<file path="src/rtl/sdram_req_arbiter_if.sv">
// Requester and SDRAM-controller signal bundle for sdram_req_arbiter.
// The slave modport is the arbiter's view; master is the surrounding system.
interface sdram_req_arbiter_if #(
    parameter int NumPorts  = 4,
    parameter int AddrWidth = 22,
    parameter int DataWidth = 16
);
    logic [NumPorts-1:0]           i_req;
    logic [NumPorts-1:0]           i_we;
    logic [NumPorts*AddrWidth-1:0] i_addr;
    logic [NumPorts*DataWidth-1:0] i_wdata;
    logic [NumPorts-1:0]           o_ack;
    logic [DataWidth-1:0]          o_rdata;
    logic                          o_timeout;
    logic                          o_busy;
    logic                          o_wr_req;
    logic                          o_rd_req;
    logic [AddrWidth-1:0]          o_wr_addr;
    logic [AddrWidth-1:0]          o_rd_addr;
    logic [DataWidth-1:0]          o_wr_data;
    logic [DataWidth-1:0]          i_rd_data;
    logic                          i_rd_rdy;

    modport slave (
        input  i_req, i_we, i_addr, i_wdata, i_rd_data, i_rd_rdy,
        output o_ack, o_rdata, o_timeout, o_busy,
        output o_wr_req, o_rd_req, o_wr_addr, o_rd_addr, o_wr_data
    );

    modport master (
        output i_req, i_we, i_addr, i_wdata, i_rd_data, i_rd_rdy,
        input  o_ack, o_rdata, o_timeout, o_busy,
        input  o_wr_req, o_rd_req, o_wr_addr, o_rd_addr, o_wr_data
    );
endinterface

</file>
<file path="src/rtl/sdram_req_arbiter.sv">
// Round-robin arbiter sharing one SDRAM controller request port.
// One transaction in flight; writes timed internally, reads end on rd_rdy or timeout.
module sdram_req_arbiter #(
    parameter int NumPorts  = 4,
    parameter int AddrWidth = 22,
    parameter int DataWidth = 16,
    parameter int WrCycles  = 8,
    parameter int RdTimeout = 64
) (
    input  logic                i_sys_clk,
    input  logic                i_rst_n,
    sdram_req_arbiter_if.slave  bus
);
    localparam int PtrW   = $clog2(NumPorts);
    localparam int MaxCnt = (WrCycles > RdTimeout) ? WrCycles : RdTimeout;
    localparam int CntW   = $clog2(MaxCnt + 1);

    typedef enum logic [2:0] {
        IDLE,
        ISSUE,
        WAIT_WR,
        WAIT_RD,
        DONE
    } state_t;

    state_t state, state_nxt;

    logic [PtrW-1:0]      rr_ptr;
    logic [PtrW-1:0]      pick;
    logic [PtrW-1:0]      gnt;
    logic                 found;
    logic [NumPorts-1:0]  req_eff;
    logic                 we_q;
    logic [AddrWidth-1:0] addr_q;
    logic [DataWidth-1:0] wdata_q;
    logic [DataWidth-1:0] rdata_q;
    logic [CntW-1:0]      cnt;
    logic                 to_q;
    logic                 timeout_q;
    logic                 busy_q;
    logic                 wr_req_q;
    logic                 rd_req_q;
    logic [NumPorts-1:0]  ack_q;
    logic                 wr_last;
    logic                 rd_last;

    assign wr_last = (cnt == CntW'(WrCycles - 1));
    assign rd_last = (cnt == CntW'(RdTimeout - 1));

    // The port being acked still shows its old request this cycle.
    assign req_eff = bus.i_req & ~ack_q;

    always_comb begin
        int p;
        pick  = '0;
        found = 1'b0;
        p     = 0;
        for (int i = 0; i < NumPorts; i++) begin
            p = (int'(rr_ptr) + i) % NumPorts;
            if (!found && req_eff[PtrW'(p)]) begin
                found = 1'b1;
                pick  = PtrW'(p);
            end
        end
    end

    always_ff @(posedge i_sys_clk or negedge i_rst_n) begin
        if (!i_rst_n) state <= IDLE;
        else          state <= state_nxt;
    end

    always_comb begin
        state_nxt = state;
        unique case (state)
            IDLE:    if (found) state_nxt = ISSUE;
            ISSUE:   state_nxt = we_q ? WAIT_WR : WAIT_RD;
            WAIT_WR: if (wr_last) state_nxt = DONE;
            WAIT_RD: if (bus.i_rd_rdy || rd_last) state_nxt = DONE;
            DONE:    state_nxt = IDLE;
            default: state_nxt = IDLE;
        endcase
    end

    always_ff @(posedge i_sys_clk or negedge i_rst_n) begin
        if (!i_rst_n) begin
            rr_ptr    <= '0;
            gnt       <= '0;
            we_q      <= 1'b0;
            addr_q    <= '0;
            wdata_q   <= '0;
            rdata_q   <= '0;
            cnt       <= '0;
            to_q      <= 1'b0;
            timeout_q <= 1'b0;
            busy_q    <= 1'b0;
            wr_req_q  <= 1'b0;
            rd_req_q  <= 1'b0;
            ack_q     <= '0;
        end else begin
            wr_req_q  <= 1'b0;
            rd_req_q  <= 1'b0;
            ack_q     <= '0;
            timeout_q <= 1'b0;
            busy_q    <= (state_nxt != IDLE);
            unique case (state)
                IDLE: begin
                    if (found) begin
                        gnt      <= pick;
                        we_q     <= bus.i_we[pick];
                        addr_q   <= bus.i_addr[int'(pick)*AddrWidth +: AddrWidth];
                        wdata_q  <= bus.i_wdata[int'(pick)*DataWidth +: DataWidth];
                        wr_req_q <= bus.i_we[pick];
                        rd_req_q <= ~bus.i_we[pick];
                        to_q     <= 1'b0;
                    end
                end
                ISSUE:   cnt <= '0;
                WAIT_WR: cnt <= cnt + 1'b1;
                WAIT_RD: begin
                    if (bus.i_rd_rdy) begin
                        rdata_q <= bus.i_rd_data;
                        to_q    <= 1'b0;
                    end else if (rd_last) begin
                        rdata_q <= '0;
                        to_q    <= 1'b1;
                    end else begin
                        cnt <= cnt + 1'b1;
                    end
                end
                DONE: begin
                    ack_q[gnt] <= 1'b1;
                    timeout_q  <= to_q;
                    rr_ptr     <= (gnt == PtrW'(NumPorts - 1)) ? '0 : gnt + 1'b1;
                end
                default: ;
            endcase
        end
    end

    assign bus.o_ack     = ack_q;
    assign bus.o_rdata   = rdata_q;
    assign bus.o_timeout = timeout_q;
    assign bus.o_busy    = busy_q;
    assign bus.o_wr_req  = wr_req_q;
    assign bus.o_rd_req  = rd_req_q;
    assign bus.o_wr_addr = addr_q;
    assign bus.o_rd_addr = addr_q;
    assign bus.o_wr_data = wdata_q;
endmodule

</file>
<file path="src/flat_wrapper.sv">
// flat-port wrapper written by rule: the top's interface ports become plain ports
module sdram_req_arbiter_flat 
#(
    parameter int NumPorts  = 4,
    parameter int AddrWidth = 22,
    parameter int DataWidth = 16,
    parameter int WrCycles  = 8,
    parameter int RdTimeout = 64
)
  (i_sys_clk, i_rst_n, bus_i_req, bus_i_we, bus_i_addr, bus_i_wdata, bus_i_rd_data, bus_i_rd_rdy, bus_o_ack, bus_o_rdata, bus_o_timeout, bus_o_busy, bus_o_wr_req, bus_o_rd_req, bus_o_wr_addr, bus_o_rd_addr, bus_o_wr_data);
  sdram_req_arbiter_if #(.NumPorts(NumPorts), .AddrWidth(AddrWidth), .DataWidth(DataWidth)) bus_i ();
  input  logic i_sys_clk;
  input  logic i_rst_n;
  input wire logic [$bits(bus_i.i_req)-1:0] bus_i_req;
  input wire logic [$bits(bus_i.i_we)-1:0] bus_i_we;
  input wire logic [$bits(bus_i.i_addr)-1:0] bus_i_addr;
  input wire logic [$bits(bus_i.i_wdata)-1:0] bus_i_wdata;
  input wire logic [$bits(bus_i.i_rd_data)-1:0] bus_i_rd_data;
  input wire logic [$bits(bus_i.i_rd_rdy)-1:0] bus_i_rd_rdy;
  output wire logic [$bits(bus_i.o_ack)-1:0] bus_o_ack;
  output wire logic [$bits(bus_i.o_rdata)-1:0] bus_o_rdata;
  output wire logic [$bits(bus_i.o_timeout)-1:0] bus_o_timeout;
  output wire logic [$bits(bus_i.o_busy)-1:0] bus_o_busy;
  output wire logic [$bits(bus_i.o_wr_req)-1:0] bus_o_wr_req;
  output wire logic [$bits(bus_i.o_rd_req)-1:0] bus_o_rd_req;
  output wire logic [$bits(bus_i.o_wr_addr)-1:0] bus_o_wr_addr;
  output wire logic [$bits(bus_i.o_rd_addr)-1:0] bus_o_rd_addr;
  output wire logic [$bits(bus_i.o_wr_data)-1:0] bus_o_wr_data;
  assign bus_i.i_req = bus_i_req;
  assign bus_i.i_we = bus_i_we;
  assign bus_i.i_addr = bus_i_addr;
  assign bus_i.i_wdata = bus_i_wdata;
  assign bus_i.i_rd_data = bus_i_rd_data;
  assign bus_i.i_rd_rdy = bus_i_rd_rdy;
  assign bus_o_ack = bus_i.o_ack;
  assign bus_o_rdata = bus_i.o_rdata;
  assign bus_o_timeout = bus_i.o_timeout;
  assign bus_o_busy = bus_i.o_busy;
  assign bus_o_wr_req = bus_i.o_wr_req;
  assign bus_o_rd_req = bus_i.o_rd_req;
  assign bus_o_wr_addr = bus_i.o_wr_addr;
  assign bus_o_rd_addr = bus_i.o_rd_addr;
  assign bus_o_wr_data = bus_i.o_wr_data;
  sdram_req_arbiter #(.NumPorts(NumPorts), .AddrWidth(AddrWidth), .DataWidth(DataWidth), .WrCycles(WrCycles), .RdTimeout(RdTimeout)) u_core (.i_sys_clk(i_sys_clk), .i_rst_n(i_rst_n), .bus(bus_i));
endmodule
</file>
<file path="config.mk">
export PLATFORM = sky130hd
export DESIGN_NAME = sdram_req_arbiter_flat
export DESIGN_NICKNAME = d
export VERILOG_FILES = /design/src/rtl/sdram_req_arbiter_if.sv /design/src/rtl/sdram_req_arbiter.sv /design/src/flat_wrapper.sv
export SDC_FILE = /design/constraint.sdc
export NUM_CORES = 1
export LEC_CHECK = 0
export CAP_MARGIN = 10
export CORE_MARGIN = 2
export CORE_UTILIZATION = 41
export DETAILED_ROUTE_END_ITERATION = 16
export GPL_TIMING_DRIVEN = 0
export PLACE_DENSITY = 0.89
export SLEW_MARGIN = 25
export SYNTH_ARGS = -nofsm -noshare
export SYNTH_HDL_FRONTEND = slang
export SYNTH_SLANG_ARGS = --single-unit
</file>
<file path="constraint.sdc">
create_clock -name i_sys_clk -period 4.8 [get_ports i_sys_clk]
set_input_delay 1.44 -clock i_sys_clk [delete_from_list [all_inputs] [get_ports i_sys_clk]]
set_output_delay 1.44 -clock i_sys_clk [all_outputs]
set_load 0.005 [all_outputs]
</file>
-- Word-level counts from Yosys, hierarchy flattened
Index checks and enable logic that the tools add are counted.
- reductions and logical operators: 17
- divide/modulo/power cells: 0
- bitwise logic cells: 3
- shift-type cells: 2
- multiply operators: 1
- add/subtract/negate cells: 5
- equality and inequality tests: 11
- order comparisons: 7
- muxes and demuxes: 45
- operator list (kind ; number):
    $shiftx A88 B32 Y22 ; 1
    $shiftx A64 B7 Y16 ; 1
    $mux W16 ; 2
    $mux W1 ; 23
    $pmux W7 S3 ; 1
    $lt A2 B4 Y1 const B ; 4
    $mux W7 ; 2
    $pmux W3 S4 ; 1
    $bmux W1 S2 ; 5
    $mux W2 ; 5
    $mux W3 ; 3
    $add A7 B1 Y7 const B ; 1
    $eq A7 B3 Y1 const B ; 1
    $eq A7 B6 Y1 const B ; 1
    $eq A3 B2 Y1 const B ; 2
    $lt A2 B3 Y1 const B ; 2
    $mul A2 B4 Y6 const B ; 1
    $reduce_and A3 Y1 ; 2
    $reduce_bool A3 Y1 ; 2
    $add A2 B1 Y2 const B ; 2
    $add A2 B2 Y2 const B ; 2
    $and A4 B4 Y4 ; 1
    $logic_and A1 B1 Y1 ; 4
    $mux W4 ; 1
    other kinds (16) ; 21
- latch bits: 0
- bits in registers: 78
- input port bits: 179
- RAM bits: 0
- logic and storage cells: 105
- memories: 0
- output and inout port bits: 84
- memory bits (read-only): 0

-- Longest topological paths before layout
- depth in word-level cells: 20
- gate-level depth with buffers: 8
- gate-level depth less buffers: 6

-- Worst setup path before layout
OpenSTA, ideal clock, no wires.
- kind: in2reg
- from: in bus_i_req[0]
- to: reg u_core.we_q
- library setup time: 123 ps
- path slack: 2003 ps
- stages on the path: 7
- data required time: 4677 ps
- arrival: 2674 ps
- path buffers: 2
- cells stage by stage: or3b_1 > a21oi_2 > nor2_1 > or2_1 > clkbuf_1 > buf_6 > o221a_1
- word-level cells in the longest chain between the ends: 16
- elaborated cells between the ends (all ways): 30
- classes of those cells: mux: 22; bitwise: 1; reduce/logical: 7
- ends and longest elaborated chain (item ; RTL line ; text):
    from (decl) ; flat_wrapper.sv:14 ; input wire logic [$bits(bus_i.i_req)-1:0] bus_i_req;
    $and A4 B4 Y4 (*) ; sdram_req_arbiter.sv:51 ; assign req_eff = bus.i_req & ~ack_q;
    $bmux W1 S2 ; sdram_req_arbiter.sv:60 ; if (!found && req_eff[PtrW'(p)]) begin
    $mux W1 (implied by the code) (2 in a row) ; sdram_req_arbiter.sv:60 ;
    $mux W1 ; sdram_req_arbiter.sv:60 ;
    $logic_not A1 Y1 ; sdram_req_arbiter.sv:60 ;
    $logic_and A1 B1 Y1 ; sdram_req_arbiter.sv:60 ;
    $mux W1 ; sdram_req_arbiter.sv:60 ;
    $logic_not A1 Y1 ; sdram_req_arbiter.sv:60 ;
    $logic_and A1 B1 Y1 ; sdram_req_arbiter.sv:60 ;
    $mux W1 ; sdram_req_arbiter.sv:60 ;
    $logic_not A1 Y1 ; sdram_req_arbiter.sv:60 ;
    $logic_and A1 B1 Y1 ; sdram_req_arbiter.sv:60 ;
    $mux W2 ; sdram_req_arbiter.sv:60 ;
    $bmux W1 S2 ; sdram_req_arbiter.sv:109 ; we_q <= bus.i_we[pick];
    $mux W1 (implied by the code) ; sdram_req_arbiter.sv:109 ;
    to (signal assigned) ; sdram_req_arbiter.sv:109 ;
    to (decl) ; sdram_req_arbiter.sv:33 ; logic we_q;
Mark *: on every way between the ends. The rest lies on a longest branch, timed or not. The select of a mux whose other input is x is not followed.
A chain may end at the register's enable or synchronous reset.

-- Worst setup path after layout
- from: in bus_i_req[1]
- to: reg u_core.addr_q[3], in the netlist u_core.bus.o_rd_addr[3]
- word-level cells in the longest chain between the ends: 16
- elaborated cells between the ends (all ways): 30
- classes of those cells: mul: 1; shift: 1; mux: 20; bitwise: 1; reduce/logical: 7
- ends and longest elaborated chain (item ; RTL line ; text):
    $and A4 B4 Y4 (*) ; sdram_req_arbiter.sv:51 ;
    $bmux W1 S2 ; sdram_req_arbiter.sv:60 ;
    $mux W1 (implied by the code) (2 in a row) ; sdram_req_arbiter.sv:60 ;
    $mux W1 ; sdram_req_arbiter.sv:60 ;
    $logic_not A1 Y1 ; sdram_req_arbiter.sv:60 ;
    $logic_and A1 B1 Y1 ; sdram_req_arbiter.sv:60 ;
    $mux W1 ; sdram_req_arbiter.sv:60 ;
    $logic_not A1 Y1 ; sdram_req_arbiter.sv:60 ;
    $logic_and A1 B1 Y1 ; sdram_req_arbiter.sv:60 ;
    $mux W1 ; sdram_req_arbiter.sv:60 ;
    $logic_not A1 Y1 ; sdram_req_arbiter.sv:60 ;
    $logic_and A1 B1 Y1 ; sdram_req_arbiter.sv:60 ;
    $mux W2 ; sdram_req_arbiter.sv:60 ;
    $mul A2 B4 Y6 ; sdram_req_arbiter.sv:110 ; addr_q <= bus.i_addr[int'(pick)*AddrWidth +: AddrWidth];
    $shiftx A88 B32 Y22 ; sdram_req_arbiter.sv:110 ;
    to (signal assigned) ; sdram_req_arbiter.sv:110 ;
    to (decl) ; sdram_req_arbiter.sv:34 ; logic [AddrWidth-1:0] addr_q;
Marked as above.

==> flow_summary.yaml <==
global_route:
  grt.total_usage: 0.2529
  grt_start_max_net_pins: 45
  gr-total-overflow: 0
  grt_pass1_vias: 4485
  antenna_found_initial: 0
  grt_pass1_wl_um: 22380
timing:
  rsz0062_at_grt: "no"
  setup_viol: 0
  hold_viol: 0
  slew_headroom: 0.5531
  finalMaxSlewViolations: 0
  worst_pin_slew_ps: 668.8
  whs_ps: 498.4
  fmax_mhz: 307.3
  post-route-period-util: 0.6780
  clock_skew_ps: 7.997
  min_period_ps: 3254
setup_path:
  r2r-start: "u_core.bus.o_ack[0]$_DFF_PN0_"
  cp-end-kind: "register"
  cp_slowest_cell: "o41ai_1"
  cp.arrival_ps: 3510
  worstPathRequired_ps: 5060
  path_class: "in -> reg"
  critical-path-max-stage-delay_ps: 490
  worst_setup_path_start_kind: "input port"
  path_buf_inv: 3
  crit_chain: "clkdlybuf4s50_1 > nor2b_1 > o41ai_1 > buf_2 > clkbuf_1 > nand2_1 > o221ai_1"
  critPathTopFamily: "buffers and inverters"
  setup.worst_path.start: "bus_i_req[1]"
  cp_max_fo: 10
clocking:
  cts_num_sinks: 78
  cts.path.max_buffers: 2
  cts_tree: "done"
  holdBufCountCts: 0
  cts.htree.levels: 3
  cts_resized: 0
  clkTransAtPathRegs_ps: 90
  clkLatencyLatePin_ps: 350
  numCtsBuffers: 9
  postCtsSetupBuffers: 0
  root_buffer: "clkbuf_8"
routing:
  vias_per_cell: 5.229
  ant_nets: 0
  drtIter0Drc: 176
  drt_wl_total_um: 14700
  vias: 4246
  drt_pass1_iterations: 4
  drt-wirelength-per-cell_um: 18.10
  drc_errors: 0
synth:
  synth_top_area_share: 0.4541
  synth-seq-area-share: 0.4541
  yosys_warnings: 0
  synth_edf_count: 0
  ys_async_sr_fraction: 1.000
  ys.flop_type: "dfrtp_1"
  synth_cells: 397
  synth_area_leaders: "dfrtp_1 45%, mux2i_1 18%, o221ai_1 7.7%"
  avgSynthCellArea_um2: 10.83
  ys_ff_latch: 78
  synth_nets: 581
  syn_area_um2: 4298
  ys_types: 46
  synth_top_area_cell: "dfrtp_1"
outcome:
  outcome: "complete, no violations"
finish:
  fillers: 770
  stdcell_count: 812
  final_nets: 855
  drive_above_1_share: 0.09467
  mostFrequentLayoutCells: "261 x clkdlybuf4s50_1, 78 x dfrtp_1, 77 x mux2i_1"
  fin_area_um2: 7295
  syn_to_final_growth_pct: 69.72
  antenna_cells: 0
  mostFrequentLayoutCell: "clkdlybuf4s50_1"
hold_path:
  hold_start: "u_core.bus.o_wr_data[0]$_DFFE_PN0P_"
  hold_path_class: "reg -> reg"
placement:
  place.gp.congestion: 0.8189
  place_area_um2: 7108
  post-dp-hpwl_um: 11770
  dp.cells: 796
  portBuffers: 262
floorplanning:
  die_w_um: 106.4
  die_h_um: 106.4
  core_area_um2: 10230
  rows: 37
  dieArea_um2: 11320
  initial_core_util: 0.4201
  io_pins: 263
flow_run:
  max-cap-violations: 0
power_and_ir_drop:
  power_uw: 3712
  p_per_area_nw_per_um2: 508.8
  ir_drop_mv: 0.2642
  leakagePower_uw: 0.003287
==> cell usage after synthesis (2+ instances only) <==
cell,n
and3b_1,2
inv_1,5
buf_4,22
nor2_1,9
buf_2,16
o21ai_0,8
buf_6,3
o221ai_1,38
nand3b_1,2
and2_1,6
ha_1,5
nand2b_1,3
mux2i_1,77
clkbuf_1,9
a22o_1,16
o211ai_1,2
nand3_1,3
nand2_1,51
dfrtp_1,78
nor3b_1,2
mux2_2,4
nor3_1,5
nor2b_1,6
xnor2_1,3
==> flip-flops by register name (all words and copies together), names as in the netlist, 2 cells and up <==
signal and flops:
u_core.bus.o_rdata 16, u_core.cnt 7, u_core.state 3, u_core.rr_ptr 2
u_core.bus.o_ack 4, u_core.bus.o_wr_data 16, u_core.gnt 2, u_core.bus.o_rd_addr 22
==> power by group <==
part | switching (uW) | internal [uW]
Combinational | 861 | 1230
Clock | 275 | 200
Sequential | 212 | 932
==> logic make-up (layout without fill, tap and decap cells) <==
family,Yosys count,in the layout,synth area share
simple gates,93,93,0.1016
flops,78,78,0.4541
xor+xnor,4,4,0.008153
buf+inv,55,334,0.07715
fa+ha+maj,5,5,0.01456
compound gates,81,81,0.1546
mux,81,81,0.1898
==> final cells by class <==
cell class,instances,area [um^2],area share
clock inverters,7,62.56,0.008576
well taps,136,170.2,0.02333
repair buffers,263,2640,0.3619
inverters,5,18.77,0.002573
clock buffers,9,123.9,0.01698
multi-input cells,264,2014,0.2762
flip-flops and latches,78,1952,0.2676
plain buffers,50,312.8,0.04288
==> through the flow <==
| step | TNS (ps) | setup slack (ps) | util |
|---|---|---|---|
| detailed placement | 0 | 1191 | 0.6948 |
| global placement | -30540 | -395.8 | 0.6930 |
| floorplan | 0 | 2003 | - |
| finish | 0 | 1546 | 0.7130 |
| CTS | 0 | 1547 | 0.7130 |
| global route | 0 | 1352 | 0.7130 |
==> worst reg2reg max path, cell delays in order, from the launching register on <==
cell      delay [ps]
dfrtp_1          400
nor2b_1           80
o41ai_1          480
buf_2            320
clkbuf_1         470
nand2_1          120
o221ai_1         100
==> final timing paths <==
path	cells after the start	slack, ps	endpoint
max reg2reg	6	2750	u_core.bus.o_rd_addr[3]$_DFFE_PN0P_
max	7	1550	u_core.bus.o_rd_addr[3]$_DFFE_PN0P_
max in group asynchronous	2	3180	u_core.bus.o_wr_req$_DFF_PN0_
min in group asynchronous	1	1020	u_core.bus.o_wr_data[12]$_DFFE_PN0P_
min	2	500	u_core.bus.o_wr_data[0]$_DFFE_PN0P_
min reg2reg	2	500	u_core.bus.o_wr_data[0]$_DFFE_PN0P_
==> layer usage <==
layer	share of wire	vias up	GRT usage	wire length (um)
met5	0	-	0	0
met4	0.024	0	0.09023	351
met3	0.077	23	0.05886	1130
met2	0.52	192	0.4505	7662
met1	0.38	2034	0.2964	5553
li1	-	1997	-	-
(Power assumes the default switching activity.)
